[src/rtl/if_fetch_unit.sv]
// Instruction-fetch stage: owns the PC, issues single-outstanding imem fetches and
// buffers returned words for IF/ID. Define FETCH_PERF_EN to add fetch/bubble counters.
module if_fetch_unit #(
    parameter logic [31:0] RESET_PC  = 32'h0000_0000,
    parameter int          BUF_DEPTH = 2
) (
    input  logic        clk,
    input  logic        rst_n,
    input  logic        id_stall,
    input  logic        branch_taken,
    input  logic [31:0] branch_target,
    output logic        imem_req,
    output logic [31:0] imem_addr,
    input  logic        imem_gnt,
    input  logic        imem_rvalid,
    input  logic [31:0] imem_rdata,
    output logic        fetch_valid,
    output logic [31:0] instruction_read,
    output logic [31:0] instruction_addr
`ifdef FETCH_PERF_EN
    ,
    output logic [31:0] fetch_count,
    output logic [31:0] bubble_count
`endif
);

    // state   | meaning
    // S_FETCH | request issued at pc (imem_req high)
    // S_WAIT  | one request outstanding, awaiting rvalid
    // S_FULL  | buffer full, fetching paused until IF/ID pops

    localparam int            PW      = (BUF_DEPTH > 1) ? $clog2(BUF_DEPTH) : 1;
    localparam int            CW      = PW + 1;
    localparam logic [CW-1:0] DEPTH_C = CW'(BUF_DEPTH);
    localparam logic [31:0]   NOP     = 32'h0000_0013;

    typedef enum logic [1:0] {S_FETCH, S_WAIT, S_FULL} state_t;

    state_t        state;
    logic [31:0]   pc;
    logic [31:0]   req_addr;
    logic [31:0]   last_addr;
    logic          drop;
    logic [31:0]   buf_data [BUF_DEPTH];
    logic [31:0]   buf_addr [BUF_DEPTH];
    logic [PW-1:0] rd_ptr;
    logic [PW-1:0] wr_ptr;
    logic [CW-1:0] count;
    logic [CW-1:0] count_next;
    logic          accept;
    logic          push;
    logic          pop;
    logic          has_space;

    assign accept     = imem_req & imem_gnt;
    assign push       = (state == S_WAIT) & imem_rvalid & ~drop & ~branch_taken;
    assign pop        = fetch_valid & ~id_stall & ~branch_taken;
    assign count_next = count + CW'(push) - CW'(pop);
    assign has_space  = (count_next != DEPTH_C);

    assign imem_addr        = pc;
    assign fetch_valid      = (count != '0);
    assign instruction_read = fetch_valid ? buf_data[rd_ptr] : NOP;
    assign instruction_addr = fetch_valid ? buf_addr[rd_ptr] : last_addr;

    always_ff @(posedge clk or negedge rst_n) begin
        if (!rst_n) begin
            state    <= S_FETCH;
            imem_req <= 1'b0;
            pc       <= RESET_PC;
            req_addr <= '0;
            drop     <= 1'b0;
        end else if (branch_taken) begin
            pc <= {branch_target[31:2], 2'b00};
            // A response is still owed for the abandoned request; swallow it before refetching.
            if (accept || (state == S_WAIT && !imem_rvalid)) begin
                drop     <= 1'b1;
                state    <= S_WAIT;
                imem_req <= 1'b0;
            end else begin
                drop     <= 1'b0;
                state    <= S_FETCH;
                imem_req <= 1'b1;
            end
        end else begin
            case (state)
                S_FETCH: begin
                    if (accept) begin
                        pc       <= pc + 32'd4;
                        req_addr <= pc;
                        state    <= S_WAIT;
                        imem_req <= 1'b0;
                    end else begin
                        imem_req <= 1'b1;
                    end
                end
                S_WAIT: begin
                    if (imem_rvalid) begin
                        drop <= 1'b0;
                        if (has_space) begin
                            state    <= S_FETCH;
                            imem_req <= 1'b1;
                        end else begin
                            state    <= S_FULL;
                            imem_req <= 1'b0;
                        end
                    end
                end
                S_FULL: begin
                    if (pop) begin
                        state    <= S_FETCH;
                        imem_req <= 1'b1;
                    end
                end
                default: begin
                    state    <= S_FETCH;
                    imem_req <= 1'b0;
                end
            endcase
        end
    end

    always_ff @(posedge clk or negedge rst_n) begin
        if (!rst_n) begin
            rd_ptr    <= '0;
            wr_ptr    <= '0;
            count     <= '0;
            last_addr <= '0;
        end else if (branch_taken) begin
            rd_ptr <= '0;
            wr_ptr <= '0;
            count  <= '0;
        end else begin
            if (push) begin
                wr_ptr <= wr_ptr + PW'(1);
            end
            if (pop) begin
                rd_ptr    <= rd_ptr + PW'(1);
                last_addr <= buf_addr[rd_ptr];
            end
            count <= count_next;
        end
    end

    always_ff @(posedge clk) begin
        if (push) begin
            buf_data[wr_ptr] <= imem_rdata;
            buf_addr[wr_ptr] <= req_addr;
        end
    end

`ifdef FETCH_PERF_EN
    always_ff @(posedge clk or negedge rst_n) begin
        if (!rst_n) begin
            fetch_count  <= '0;
            bubble_count <= '0;
        end else begin
            if (push && fetch_count != 32'hFFFF_FFFF) begin
                fetch_count <= fetch_count + 32'd1;
            end
            if (!id_stall && !fetch_valid && bubble_count != 32'hFFFF_FFFF) begin
                bubble_count <= bubble_count + 32'd1;
            end
        end
    end
`endif

endmodule

[config.mk]
export PLATFORM = sky130hd
export DESIGN_NAME = if_fetch_unit
export DESIGN_NICKNAME = d
export VERILOG_FILES = /design/src/rtl/if_fetch_unit.sv
export SDC_FILE = /design/constraint.sdc
export NUM_CORES = 1
export LEC_CHECK = 0
export CORE_MARGIN = 5
export CORE_UTILIZATION = 52
export CTS_CLUSTER_SIZE = 28
export DETAILED_ROUTE_END_ITERATION = 12
export HOLD_SLACK_MARGIN = 0.02
export PLACE_DENSITY = 0.79
export SLEW_MARGIN = 0
export SYNTH_ARGS = -nofsm -noshare
export SYNTH_HDL_FRONTEND = slang
export SYNTH_SLANG_ARGS = --single-unit
[constraint.sdc]
create_clock -name clk -period 5.6 [get_ports clk]
set_clock_uncertainty 0.15 [all_clocks]
set_input_delay 1.4 -clock clk [delete_from_list [all_inputs] [get_ports clk]]
set_output_delay 1.4 -clock clk [all_outputs]
set_load 0.1 [all_outputs]
==> flow_metrics.env <==
export IMPL_cp_arrival_ns=3.12
export IMPL_power_switching_uw=2900
export IMPL_worstPathMaxFanout=52
export IMPL_first_global_vias=6160
export IMPL_wl_per_cell_um=17.80
export IMPL_drv_cap=0
export IMPL_min_to="buf_addr[1][13]"
export IMPL_cts_clk_slew_worst_paths_ns=0.06
export IMPL_ff2ff_setup_slack_ns=2.91
export IMPL_die_w_um=143.0
export IMPL_final_nets=941
export IMPL_period_share_pct=83.42
export IMPL_cts_htree_levels=1
export IMPL_holdCritPathClass="register to register"
export IMPL_post_cts_buffers=0
export IMPL_placed_cell_area_um2=10960
export IMPL_synth_top_area_cell="edfxtp_1"
export IMPL_clockBufferDepth=3
export IMPL_p_clk_share_pct=22.9
export IMPL_slew_violations=0
export IMPL_drtIter0Drc=337
export IMPL_insertion_delay_ns=0.50
export IMPL_finalWeightedCongestion=0.8062
export IMPL_power_density_nw_per_um2=559.3
export IMPL_grt_start_max_net_pins=61
export IMPL_core_area_um2=17300
export IMPL_synth_edf_count=124
export IMPL_cp_end_kind="primary output"
export IMPL_setup_viol=0
export IMPL_hold_violations=0
export IMPL_ioPinCount=168
export IMPL_worst_slack_ns=0.9288
export IMPL_rows=48
export IMPL_synthTopCellsByArea="edfxtp_1 40%, dfrtp_1 27%, mux2i_1 6.9%"
export IMPL_cts_tree="built"
export IMPL_syn_area_per_cell_um2=12.91
export IMPL_dpl_worst_slack_ns=1.398
export IMPL_min_from="req_addr[13]"
export IMPL_cts_buffers_inserted=23
export IMPL_seq_power_share_pct=35.7
export IMPL_grt_total_usage_pct=19.23
export IMPL_place_hpwl_um=13360
export IMPL_ys_seq_area_share_pct=67.17
export IMPL_status="finished clean"
export IMPL_drive_gt1_share_pct=11.76
export IMPL_syn_cell_area_um2=9195
export IMPL_ys_flop_type="edfxtp_1"
export IMPL_holdPathStages=0
export IMPL_p_int_uw=3650
export IMPL_area_delta_synth_final_pct=27.38
export IMPL_relSlewSlack_pct=30.23
export IMPL_antenna_left=0
export IMPL_sw_frac_of_total_pct=44.28
export IMPL_ys_warn_count=0
export IMPL_drc=0
export IMPL_p_leak_uw=0.004273
export IMPL_drt_vias_per_instance=5.521
export IMPL_io_buffers=161
export IMPL_crit_type="register to primary output"
export IMPL_finalPower_uw=6550
export IMPL_max_freq_mhz=214.1
export IMPL_synth_common_cells="124 x edfxtp_1, 98 x dfrtp_1, 83 x nor2_1"
export IMPL_rsz0062_at_grt="no"
export IMPL_initial_core_util_pct=53.16
export IMPL_ys_types=45
export IMPL_critical_path_required_ns=4.05
export IMPL_drt_first_pass_iters=4
export IMPL_synthCells=712
export IMPL_grt_overflow_total=0
export IMPL_diodes=0
export IMPL_cts_hold_buf=0
export IMPL_antenna_found_initial=0
export IMPL_ir_worst_vdd_v=0.0003703
export IMPL_ff2ff_path_depth=5
export IMPL_ys_ff_latch=222
export IMPL_cts_root_buf="clkbuf_16"
export IMPL_rr_startpoint="imem_addr[2]"
export IMPL_async_flop_share_pct=44.14
export IMPL_synth_most_common_cell="edfxtp_1"
export IMPL_synth_top_cell_area_share_pct=40.50
export IMPL_drt_wl_total_um=19740
export IMPL_period_minus_slack_ns=4.671
export IMPL_post_cts_resized=0
export IMPL_clock_sinks=222
export IMPL_die_y_um=143.0
export IMPL_fin_tns_setup_ns=0
export IMPL_final_area_um2=11710
export IMPL_grt_pass1_wl_um=31550
export IMPL_start_kind="register"
export IMPL_die_area_um2=20440
export IMPL_via_count=6123
export IMPL_worst_slew_pin_slew_ns=1.043
export IMPL_r2r_end="imem_addr[22]"
export IMPL_whs_ns=0.3233
export IMPL_power_frac_comb_pct=41.4
## layout make-up
cell class | count | area, um^2
Sequential cell | 222 | 6180
Clock inverter | 9 | 101.3
Multi-Input combinational cell | 443 | 2834
Timing Repair Buffer | 171 | 1639
Tap cell | 225 | 281.5
Inverter | 7 | 26.28
Fill cell | 1214 | 5584
Clock buffer | 32 | 650.6
## flip-flops by register name (all words and copies together), names as in the netlist
signal / count
drop: 1
imem_req: 1
buf_data: 64
buf_addr: 60
state: 2
imem_addr: 30
rd_ptr: 1
wr_ptr: 1
last_addr: 30
req_addr: 30
count: 2
## cells in the final DEF, fill, tap and decap left out, types with 2 or more instances in the layout
cell / instances
a21oi_1: 37
a31oi_1: 17
and2_1: 2
and3_1: 6
and4_1: 4
buf_4: 29
bufinv_16: 2
clkbuf_1: 6
clkbuf_16: 24
clkbuf_8: 2
clkdlybuf4s50_1: 142
clkinv_1: 2
clkinv_2: 2
clkinvlp_4: 2
conb_1: 4
dfrtp_1: 97
edfxtp_1: 124
ha_1: 3
inv_1: 6
mux2_2: 31
mux2i_1: 63
nand2_1: 64
nand3_1: 7
nand4_1: 11
nor2_1: 80
nor2_2: 2
nor4_1: 2
o21ai_0: 45
o31ai_1: 13
or3_1: 5
or4_1: 16
xnor2_1: 7
xor2_1: 6
## per-layer routing
| layer | vias to the layer above | share of wire [%] | wire length [um] | track usage [%] |
|---|---|---|---|---|
| met1 | 2971 | 42 | 8350 | 26.38 |
| met2 | 224 | 48 | 9554 | 31.95 |
| met5 | - | 0 | 0 | 0 |
| met4 | 0 | 1.4 | 272 | 4.652 |
| met3 | 20 | 7.9 | 1564 | 3.851 |
| li1 | 2908 | - | - | - |
## logic make-up (layout without fill, tap and decap cells)
| family | after synthesis | count (layout) | synth area share (%) |
|---|---|---|---|
| compound gates | 118 | 118 | 7.226 |
| xor+xnor | 13 | 13 | 1.238 |
| fa+ha+maj | 3 | 3 | 0.4083 |
| buf+inv | 50 | 219 | 2.313 |
| flops | 222 | 222 | 67.17 |
| mux | 94 | 94 | 10.65 |
| other cells | 1 | 4 | 0.04078 |
| simple gates | 211 | 211 | 10.95 |
## how the worst max path moves through the flow
stage | startpoint | to | slack [ns] | cells after the start
after floorplan | branch_taken | buf_addr[0][10] | 1.02 | 6
after global placement | rd_ptr | instruction_addr[27] | 1.43 | 3
after detailed placement | rd_ptr | instruction_addr[6] | 1.40 | 3
after CTS | rd_ptr | instruction_addr[6] | 0.87 | 3
after global routing | rd_ptr | instruction_addr[27] | 0.78 | 3
final | rd_ptr | instruction_addr[6] | 0.93 | 3
## metrics by stage
step | util (%) | instances
after detailed placement | 63.37 | 1068
after floorplan | - | 715
after CTS | 67.72 | 1109
after global placement | 63.37 | 1068
after global routing | 67.72 | 1109
final | 67.72 | 1109
## worst max-delay path, stage by stage (launching register included)
cell and delay, ns:
dfrtp_4 1.02, mux2i_1 0.21, a21oi_1 0.23, clkdlybuf4s50_1 1.16
## power groups by stage
| stage | clock (uW) | sequential [uW] | combinational [uW] |
|---|---|---|---|
| CTS | 1530 | 2340 | 2730 |
| floorplan | 0 | 2450 | 1960 |
| global placement | 0 | 2330 | 2680 |
| detailed placement | 0 | 2370 | 2720 |
| finish | 1500 | 2340 | 2710 |
| global route | 1600 | 2380 | 2830 |
No activity file was read; power rests on OpenSTA's default activity.
